`src/rtl/alu_pipe_if.sv`:
```
// alu_pipe_if: operation request/response bundle for alu_pipe (valid/ready in, valid/ready out, flags).
interface alu_pipe_if #(
  parameter int DATA_WIDTH   = 8,
  parameter int OPCODE_WIDTH = 4
);
  logic                    in_valid;
  logic                    in_ready;
  logic [DATA_WIDTH-1:0]   a_in;
  logic [DATA_WIDTH-1:0]   b_in;
  logic [OPCODE_WIDTH-1:0] opcode;
  logic                    out_valid;
  logic                    out_ready;
  logic [DATA_WIDTH-1:0]   result_out;
  logic                    carry;
  logic                    zero;
  logic                    negative;
  logic                    busy;

  modport master (
    output in_valid, a_in, b_in, opcode, out_ready,
    input  in_ready, out_valid, result_out, carry, zero, negative, busy
  );

  modport slave (
    input  in_valid, a_in, b_in, opcode, out_ready,
    output in_ready, out_valid, result_out, carry, zero, negative, busy
  );
endinterface

```
`src/rtl/alu_pipe.sv`:
```
// alu_pipe: registered ALU, latency 1, result held until out_ready; a retiring result and a new op overlap with no bubble.
// ALU_PIPE_MUL_EN adds an iterative shift-add multiply on opcode 1110 (DATA_WIDTH+1 cycles, in_ready low while busy).
module alu_pipe #(
  parameter int DATA_WIDTH   = 8,
  parameter int OPCODE_WIDTH = 4
) (
  input logic       clk,
  input logic       rst,
  alu_pipe_if.slave io
);
  localparam logic [1:0] S_IDLE = 2'd0;
  localparam logic [1:0] S_HOLD = 2'd2;
  localparam logic [DATA_WIDTH:0] ONE_X = {{DATA_WIDTH{1'b0}}, 1'b1};
`ifdef ALU_PIPE_MUL_EN
  localparam logic [1:0] S_MUL = 2'd1;
  localparam int CNT_W = $clog2(DATA_WIDTH);
  localparam logic [CNT_W-1:0] CNT_LAST = CNT_W'(DATA_WIDTH - 1);
`endif

  typedef struct packed {
    logic                  carry;
    logic                  zero;
    logic                  negative;
    logic [DATA_WIDTH-1:0] value;
  } res_t;

  logic [1:0]          state;
  res_t                out_q;
  res_t                alu_res;
  logic                accept;
  logic [3:0]          op;
  logic [DATA_WIDTH:0] a_x;
  logic [DATA_WIDTH:0] b_x;
  logic [DATA_WIDTH:0] sum_x;

  // Opcodes with any bit set above bit 3 fall into the zero-result default.
  assign op  = ((io.opcode >> 4) == '0) ? io.opcode[3:0] : 4'hF;
  assign a_x = {1'b0, io.a_in};
  assign b_x = {1'b0, io.b_in};

  // Bit DATA_WIDTH of sum_x is the carry/borrow/shifted-out bit for every op.
  always_comb begin
    sum_x = '0;
    case (op)
      4'h0:    sum_x = a_x;
      4'h1:    sum_x = a_x + b_x;
      4'h2:    sum_x = a_x + b_x + ONE_X;
      4'h3:    sum_x = a_x - b_x;
      4'h4:    sum_x = a_x - b_x - ONE_X;
      4'h5:    sum_x = a_x + ONE_X;
      4'h6:    sum_x = a_x - ONE_X;
      4'h7:    sum_x = b_x;
      4'h8:    sum_x = a_x | b_x;
      4'h9:    sum_x = a_x ^ b_x;
      4'hA:    sum_x = a_x & b_x;
      4'hB:    sum_x = {1'b0, ~io.a_in};
      4'hC:    sum_x = {io.a_in, 1'b0};
      4'hD:    sum_x = {io.a_in[0], 1'b0, io.a_in[DATA_WIDTH-1:1]};
      default: sum_x = '0;
    endcase
    alu_res.carry    = sum_x[DATA_WIDTH];
    alu_res.value    = sum_x[DATA_WIDTH-1:0];
    alu_res.zero     = (sum_x[DATA_WIDTH-1:0] == '0);
    alu_res.negative = sum_x[DATA_WIDTH-1];
  end

`ifdef ALU_PIPE_MUL_EN
  logic [2*DATA_WIDTH-1:0] mcand;
  logic [2*DATA_WIDTH-1:0] prod;
  logic [2*DATA_WIDTH-1:0] prod_nxt;
  logic [DATA_WIDTH-1:0]   mplier;
  logic [CNT_W-1:0]        cnt;
  logic                    is_mul;

  assign is_mul   = (op == 4'hE);
  assign prod_nxt = mplier[0] ? (prod + mcand) : prod;
`endif

  assign io.in_ready = (state == S_IDLE) | ((state == S_HOLD) & io.out_ready);
  assign accept      = io.in_valid & io.in_ready;

  always_ff @(posedge clk) begin
    if (rst) begin
      state <= S_IDLE;
      out_q <= '0;
`ifdef ALU_PIPE_MUL_EN
      mcand  <= '0;
      prod   <= '0;
      mplier <= '0;
      cnt    <= '0;
`endif
    end else begin
      case (state)
        S_IDLE, S_HOLD: begin
          if (accept) begin
`ifdef ALU_PIPE_MUL_EN
            if (is_mul) begin
              state  <= S_MUL;
              mcand  <= {{DATA_WIDTH{1'b0}}, io.a_in};
              mplier <= io.b_in;
              prod   <= '0;
              cnt    <= '0;
            end else
`endif
            begin
              out_q <= alu_res;
              state <= S_HOLD;
            end
          end else if ((state == S_HOLD) && io.out_ready) begin
            state <= S_IDLE;
          end
        end
`ifdef ALU_PIPE_MUL_EN
        // One multiplier bit per cycle; the last step writes the result directly.
        S_MUL: begin
          prod   <= prod_nxt;
          mcand  <= mcand << 1;
          mplier <= mplier >> 1;
          cnt    <= cnt + CNT_W'(1);
          if (cnt == CNT_LAST) begin
            out_q.value    <= prod_nxt[DATA_WIDTH-1:0];
            out_q.carry    <= |prod_nxt[2*DATA_WIDTH-1:DATA_WIDTH];
            out_q.zero     <= (prod_nxt[DATA_WIDTH-1:0] == '0);
            out_q.negative <= prod_nxt[DATA_WIDTH-1];
            state          <= S_HOLD;
          end
        end
`endif
        default: state <= S_IDLE;
      endcase
    end
  end

  assign io.out_valid  = (state == S_HOLD);
  assign io.result_out = out_q.value;
  assign io.carry      = out_q.carry;
  assign io.zero       = out_q.zero;
  assign io.negative   = out_q.negative;
`ifdef ALU_PIPE_MUL_EN
  assign io.busy = (state == S_MUL);
`else
  assign io.busy = 1'b0;
`endif
endmodule

```
`src/flat_wrapper.sv`:
```
// flat-port wrapper written by rule: the top's interface ports become plain ports
module alu_pipe_flat 
#(
  parameter int DATA_WIDTH   = 8,
  parameter int OPCODE_WIDTH = 4
)
  (clk, rst, io_in_valid, io_a_in, io_b_in, io_opcode, io_out_ready, io_in_ready, io_out_valid, io_result_out, io_carry, io_zero, io_negative, io_busy);
  alu_pipe_if #(.DATA_WIDTH(DATA_WIDTH), .OPCODE_WIDTH(OPCODE_WIDTH)) io_i ();
  input logic clk;
  input logic rst;
  input wire logic [$bits(io_i.in_valid)-1:0] io_in_valid;
  input wire logic [$bits(io_i.a_in)-1:0] io_a_in;
  input wire logic [$bits(io_i.b_in)-1:0] io_b_in;
  input wire logic [$bits(io_i.opcode)-1:0] io_opcode;
  input wire logic [$bits(io_i.out_ready)-1:0] io_out_ready;
  output wire logic [$bits(io_i.in_ready)-1:0] io_in_ready;
  output wire logic [$bits(io_i.out_valid)-1:0] io_out_valid;
  output wire logic [$bits(io_i.result_out)-1:0] io_result_out;
  output wire logic [$bits(io_i.carry)-1:0] io_carry;
  output wire logic [$bits(io_i.zero)-1:0] io_zero;
  output wire logic [$bits(io_i.negative)-1:0] io_negative;
  output wire logic [$bits(io_i.busy)-1:0] io_busy;
  assign io_i.in_valid = io_in_valid;
  assign io_i.a_in = io_a_in;
  assign io_i.b_in = io_b_in;
  assign io_i.opcode = io_opcode;
  assign io_i.out_ready = io_out_ready;
  assign io_in_ready = io_i.in_ready;
  assign io_out_valid = io_i.out_valid;
  assign io_result_out = io_i.result_out;
  assign io_carry = io_i.carry;
  assign io_zero = io_i.zero;
  assign io_negative = io_i.negative;
  assign io_busy = io_i.busy;
  alu_pipe #(.DATA_WIDTH(DATA_WIDTH), .OPCODE_WIDTH(OPCODE_WIDTH)) u_core (.clk(clk), .rst(rst), .io(io_i));
endmodule
```
`config.mk`:
```
export PLATFORM = sky130hd
export DESIGN_NAME = alu_pipe_flat
export DESIGN_NICKNAME = d
export VERILOG_FILES = /design/src/rtl/alu_pipe_if.sv /design/src/rtl/alu_pipe.sv /design/src/flat_wrapper.sv
export SDC_FILE = /design/constraint.sdc
export NUM_CORES = 1
export LEC_CHECK = 0
export CORE_MARGIN = 10
export CORE_UTILIZATION = 55
export DETAILED_ROUTE_END_ITERATION = 12
export PLACE_DENSITY = 0.81
export SLEW_MARGIN = 20
export SYNTH_ARGS = -nofsm -noshare
export SYNTH_HDL_FRONTEND = slang
export SYNTH_SLANG_ARGS = --single-unit
export TNS_END_PERCENT = 50
```
`constraint.sdc`:
```
create_clock -name clk -period 8.6 [get_ports clk]
set_input_delay 1.72 -clock clk [delete_from_list [all_inputs] [get_ports clk]]
set_output_delay 1.72 -clock clk [all_outputs]
set_load 0.05 [all_outputs]
```
### Word-level counts from Yosys, hierarchy flattened

Index checks and enable logic that the tools add are counted.

| operators by class | value |
|---|---|
| $add $sub $neg | 6 |
| equality and inequality tests | 13 |
| mux-type cells | 3 |
| bitwise gates (word level) | 8 |
| reduce and logical (&&, ||, !) cells | 8 |

Operator list:

| operator | count |
|---|---|
| case mux 9 bit (14 select lines) | 1 |
| equality test 4 bit, second input constant | 6 |
| equality test 4 x 3 -> 1 bit, second input constant | 4 |
| adder 8 x 1 -> 9 bit, second input constant | 1 |
| adder 8 x 8 -> 9 bit | 1 |
| adder 9 x 1 -> 9 bit, second input constant | 1 |
| subtractor 8 x 1 -> 9 bit, second input constant | 1 |
| subtractor 8 x 8 -> 9 bit | 1 |
| subtractor 9 x 1 -> 9 bit, second input constant | 1 |
| AND 8 bit | 1 |
| equality test 4 x 2 -> 1 bit, second input constant | 2 |
| logical NOT 8 bit | 1 |
| inverter 8 bit | 1 |
| bitwise OR 8 bit | 1 |
| bitwise XOR 8 bit | 1 |
| equality test 4 x 1 -> 1 bit, second input constant | 1 |
| logical NOT 4 bit | 1 |
| two-way mux 2 bit | 2 |
| OR reduction 2 bit | 2 |
| AND 1 bit | 2 |
| logical NOT 2 bit | 1 |
| AND reduction 2 bit | 1 |
| nonzero test 2 bit | 1 |
| logical AND 1 bit | 1 |
| other kinds (2) | 2 |

| storage, ports and cells | value |
|---|---|
| register bits after elaboration | 12 |
| bits of input ports | 24 |
| output and inout bits | 14 |
| word-level logic and storage cells | 43 |

### Logic depth before layout (Yosys ltp)

| depth | value |
|---|---|
| depth after elaboration | 4 |
| mapped depth | 12 |
| depth with buffers taken out | 11 |

### Worst setup path before layout

Ideal clock, no wire load.

| timing | value |
|---|---|
| path type | input-to-reg |
| from | input io_opcode[0] |
| to | register u_core.out_q, in the netlist u_core.io.zero |
| setup time | 0.060 ns |
| arrival time | 4.177 ns |
| data required time | 8.540 ns |
| setup slack | 4.364 ns |
| cell stages on the path | 12 |
| path buffers | 1 |
| path through | buf_2 > nand2b_1 > nor2_1 > ha_1 > a211oi_1 > o21ai_0 > a31o_2 > a21oi_1 > xor2_1 > nor2_1 > nor4_2 > a41o_1 |

| between the ends | value |
|---|---|
| cells in the longest elaborated chain, start to end | 3 |
| elaborated cells between the ends (all ways) | 16 |
| those cells by class | 13 x eq/ne; 1 x mux; 2 x reduce/logical |

Ends and longest elaborated chain:

| item | line | source |
|---|---|---|
| start, declared | flat_wrapper.sv:14 | `input wire logic [$bits(io_i.opcode)-1:0] io_opcode;` |
| equality test 4 bit, or another cell as far along | alu_pipe.sv:44 | `case (op)` |
| case mux 9 bit (14 select lines) (*) | alu_pipe.sv:44 |  |
| logical NOT 8 bit (*) | alu_pipe.sv:63 | `alu_res.zero = (sum_x[DATA_WIDTH-1:0] == '0);` |
| end signal, assigned | alu_pipe.sv:106 | `out_q <= alu_res;` |
| end, declared | alu_pipe.sv:28 | `res_t out_q;` |

Mark *: on every way between the ends. The rest lies on a longest branch, timed or not.
A chain may end at the register's enable or synchronous reset.

### Worst setup path in the final report

| timing | value |
|---|---|
| from | input io_opcode[2] |
| to | register u_core.out_q, in the netlist u_core.io.negative |

| between the ends | value |
|---|---|
| cells in the longest elaborated chain, start to end | 2 |
| elaborated cells between the ends (all ways) | 15 |
| those cells by class | 13 x eq/ne; 1 x mux; 1 x reduce/logical |

Ends and longest elaborated chain:

| item | line |
|---|---|
| equality test 4 bit, or another cell as far along | alu_pipe.sv:44 |
| case mux 9 bit (14 select lines) (*) | alu_pipe.sv:44 |

Marked as above.

==> impl_metrics.xml <==
<?xml version="1.0" encoding="UTF-8"?>
<metrics>
  <group name="sta">
    <metric name="final.min_clock_period" unit="ns">5.30</metric>
    <metric name="clock_skew" unit="ns">0.00219</metric>
    <metric name="fin_setup_tns" unit="ns">0</metric>
    <metric name="layout_worst_path_cycle_share" unit="">0.616</metric>
    <metric name="max_freq" unit="GHz">0.189</metric>
    <metric name="worst_slew_pin_slew" unit="ns">0.688</metric>
    <metric name="holdWs" unit="ns">0.495</metric>
    <metric name="final_hold_viol_count" unit="">0</metric>
    <metric name="finalMaxSlewViolations" unit="">0</metric>
    <metric name="report.final.setup_viol" unit="">0</metric>
    <metric name="max_slew_margin" unit="">0.541</metric>
    <metric name="grt_setup_unrepaired" unit="">no</metric>
  </group>
  <group name="setup_path">
    <metric name="timing.critical_path.arrival" unit="ns">5.38</metric>
    <metric name="critical_path_required" unit="ns">8.68</metric>
    <metric name="crit_fanout" unit="">33</metric>
    <metric name="gate_family_responsible_for_the_most_delay_along_the_worst_path" unit="">simple AND/OR/NAND/NOR gates</metric>
    <metric name="critPathSlowestCell" unit="">nor2_1</metric>
    <metric name="r2r_cells" unit="">6</metric>
    <metric name="cp_num_cells" unit="">13</metric>
    <metric name="cp.buffers_inverters" unit="">2</metric>
    <metric name="crit_path_max_incr_delay" unit="ns">0.57</metric>
    <metric name="critical_path_class" unit="">input pin to flop</metric>
    <metric name="worstSetupStartpointType" unit="">input pin</metric>
    <metric name="timing.critical_path.cells" unit="">clkdlybuf4s50_1 -&gt; buf_4 -&gt; nand2b_1 -&gt; nor2_1 -&gt; ha_1 -&gt; a211oi_1 -&gt; o21ai_0 -&gt; a31o_2 -&gt; a21oi_1 -&gt; xor2_1 -&gt; nor2_1 -&gt; nor4_2 -&gt; a211oi_1</metric>
    <metric name="worst_setup_path_end_kind" unit="">flop</metric>
  </group>
  <group name="cts">
    <metric name="post_cts_resized" unit="">0</metric>
    <metric name="worst_skew_pair.late_latency" unit="ns">0.23</metric>
    <metric name="numClockSinks" unit="">11</metric>
    <metric name="ctsHtreeMaxLevel" unit="">1</metric>
    <metric name="cts.reportedPaths.clkPinSlew" unit="ns">0.05</metric>
    <metric name="max-clock-path-buffers" unit="">2</metric>
    <metric name="ctsRootBufferMaster" unit="">clkbuf_8</metric>
    <metric name="post-cts-setup-buffer-count" unit="">0</metric>
    <metric name="numCtsBuffers" unit="">3</metric>
    <metric name="ctsHoldBuffers" unit="">0</metric>
    <metric name="cts_tree" unit="">built</metric>
  </group>
  <group name="cells_and_area">
    <metric name="final_standard_cell_area_without_fillers" unit="sq mm">0.00333</metric>
    <metric name="num_antenna_cells" unit="">0</metric>
    <metric name="synthToLayoutAreaGrowth" unit="%">13.5</metric>
    <metric name="postLayoutCoreUtil" unit="">0.649</metric>
    <metric name="num-nets-final" unit="">491</metric>
    <metric name="post_route_cells_drive_above_1_share" unit="">0.0744</metric>
  </group>
  <group name="power_and_ir_drop">
    <metric name="total_power" unit="mW">0.339</metric>
    <metric name="power_per_cell_area" unit="mW/mm^2">102</metric>
    <metric name="power.static_leakage" unit="nW">1.35</metric>
    <metric name="peak_supply_drop" unit="mV">0.0960</metric>
  </group>
  <group name="floorplan">
    <metric name="num_rows" unit="">26</metric>
    <metric name="fp.dieH" unit="microns">93.1</metric>
    <metric name="i_o_pin_count" unit="">38</metric>
    <metric name="initial_utilization" unit="">0.572</metric>
    <metric name="core_area" unit="sq mm">0.00514</metric>
    <metric name="die-area" unit="sq mm">0.00867</metric>
    <metric name="die-width" unit="microns">93.1</metric>
  </group>
  <group name="run">
    <metric name="max-cap-violations" unit="">0</metric>
  </group>
  <group name="route">
    <metric name="routed_via_density" unit="">6.59</metric>
    <metric name="drt-pass1-iter-count" unit="">8</metric>
    <metric name="top_layer_used" unit="">met4</metric>
    <metric name="antenna_violating_nets_post_route" unit="">0</metric>
    <metric name="route.met2.wl" unit="microns">4650</metric>
    <metric name="via_count" unit="">3295</metric>
    <metric name="avgRoutedWirePerCell" unit="microns">20.3</metric>
    <metric name="total_length_of_routed_met3_wires" unit="microns">960</metric>
    <metric name="drc" unit="">0</metric>
    <metric name="totalWireLength" unit="microns">10100</metric>
    <metric name="drt_iter0_drc" unit="">413</metric>
    <metric name="route.layer.met1.wl" unit="microns">4340</metric>
  </group>
  <group name="place">
    <metric name="gp_routability_congestion" unit="">0.982</metric>
    <metric name="post-dp-hpwl" unit="microns">7890</metric>
    <metric name="placement.cell_area" unit="sq mm">0.00329</metric>
    <metric name="io_buffers" unit="">36</metric>
  </group>
  <group name="grt">
    <metric name="grt_overflow_total" unit="">0</metric>
    <metric name="grt_max_degree" unit="">37</metric>
    <metric name="grt_antenna_before_repair" unit="">0</metric>
    <metric name="grt_pass1_vias" unit="">3119</metric>
    <metric name="globalRouteTotalUtil" unit="">0.227</metric>
    <metric name="grt_pass1_wl" unit="microns">16400</metric>
  </group>
  <group name="synth">
    <metric name="post_synth_instance_area" unit="sq mm">0.00294</metric>
    <metric name="number_of_flops_mapped_to_enable_cells_by_yosys" unit="">0</metric>
    <metric name="yosys_register_bits" unit="">11</metric>
    <metric name="yosysUniqueCellTypes" unit="">74</metric>
    <metric name="synth_commonest_cells" unit="">49 x nor2_1, 33 x ha_1, 32 x nand2_1</metric>
    <metric name="synthesis.nets" unit="">467</metric>
    <metric name="syn_inst" unit="">407</metric>
    <metric name="synth_async_sr_flop_share" unit="">0</metric>
    <metric name="post_synth_main_area_contributors" unit="">ha_1 14%, dfxtp_1 7.5%, nor2_1 6.3%</metric>
    <metric name="synth.most_common_cell" unit="">nor2_1</metric>
    <metric name="synthDominantCellAreaShare" unit="">0.140</metric>
    <metric name="netlist.top_cell.by_area" unit="">ha_1</metric>
    <metric name="yosys_warnings" unit="">0</metric>
    <metric name="synthFlopType" unit="">dfxtp_1</metric>
    <metric name="synth_sequential_area_ratio" unit="">0.0749</metric>
    <metric name="syn-mean-instance-area" unit="sq um">7.22</metric>
  </group>
  <group name="worst_hold_path">
    <metric name="min_path_cells" unit="">2</metric>
    <metric name="min_path_type" unit="">flop to flop</metric>
  </group>
  <group name="run_status">
    <metric name="status" unit="">complete, no violations</metric>
  </group>
</metrics>
layer usage:
metal,vias up,global-route usage
met4,0,0.0488
met5,-,0
met1,1545,0.304
li1,1529,-
met2,207,0.367
met3,14,0.0448
cells in the final DEF (no fill, tap or decap), types with 3 or more instances in the layout:
cell,instances
o211ai_1,4
nand3_1,7
a32o_1,3
or2_2,3
o21bai_1,3
clkbuf_8,3
o22ai_1,10
o21ai_1,5
a222oi_1,3
dfxtp_1,11
xnor2_1,13
nand2_1,32
a21o_1,3
nor3_1,10
nand4_1,3
o21ai_0,16
and3_1,4
nor4_2,3
xor2_1,11
a211oi_2,4
inv_1,31
nor4_1,6
a21oi_1,24
a31oi_1,5
buf_4,4
a22oi_1,5
clkdlybuf4s50_1,36
mux2i_1,8
a211oi_1,12
nor2b_1,6
nor2_1,49
ha_1,33
fa_1,3
nand2b_1,9
state kept, by name, summed over array words and instances, names as in the netlist:
name	cells
u_core.io.result_out	7
u_core.io.carry	1
u_core.io.zero	1
u_core.state	1
u_core.io.negative	1
power by group:
group | switching, mW | internal (mW) | leakage [nW]
clock | 0.0184 | 0.0325 | 0.0228
combinational | 0.145 | 0.0853 | 1.24
sequential | 0.00236 | 0.0552 | 0.0908
total | 0.166 | 0.173 | 1.35
worst paths after layout:
| check | from | end | slack (ns) |
|---|---|---|---|
| worst max-delay path | io_opcode[2] | u_core.io.negative | 3.30 |
| worst min register to register | u_core.io.result_out[6] | u_core.io.result_out[6] | 0.50 |
| worst max register to register | u_core.state[1] | u_core.io.zero | 6.77 |
| worst min-delay path | u_core.io.result_out[6] | u_core.io.result_out[6] | 0.50 |
cells by family after synthesis:
family,share of synthesized area
multiplexers,0.0349
XOR/XNOR,0.0771
AO/OA/AOI/OAI,0.317
other,0.00128
AND/OR/NAND/NOR,0.249
flip-flops,0.0749
buffers and inverters,0.0843
adder cells (fa/ha/maj),0.161
layout make-up:
cell class                      instances  area, sq um
Multi-Input combinational cell        343         2470
Fill cell                             505         1810
Timing Repair Buffer                   40          390
Sequential cell                        11          220
Inverter                               32          120
Tap cell                               70         87.6
Clock buffer                            4         45.0
metrics by stage:
stage | cells | setup slack, ns
floorplan | 407 | 4.36
global placement | 496 | 3.17
detailed placement | 496 | 3.17
CTS | 500 | 3.40
global route | 500 | 3.01
finish | 500 | 3.30
tightest hold or removal path, stage by stage, from the launching register on:
cell	delay [ns]
dfxtp_1	0.30
nor2_1	0.09
a211oi_1	0.05
Note: power is estimated with default switching activity, not from simulation.
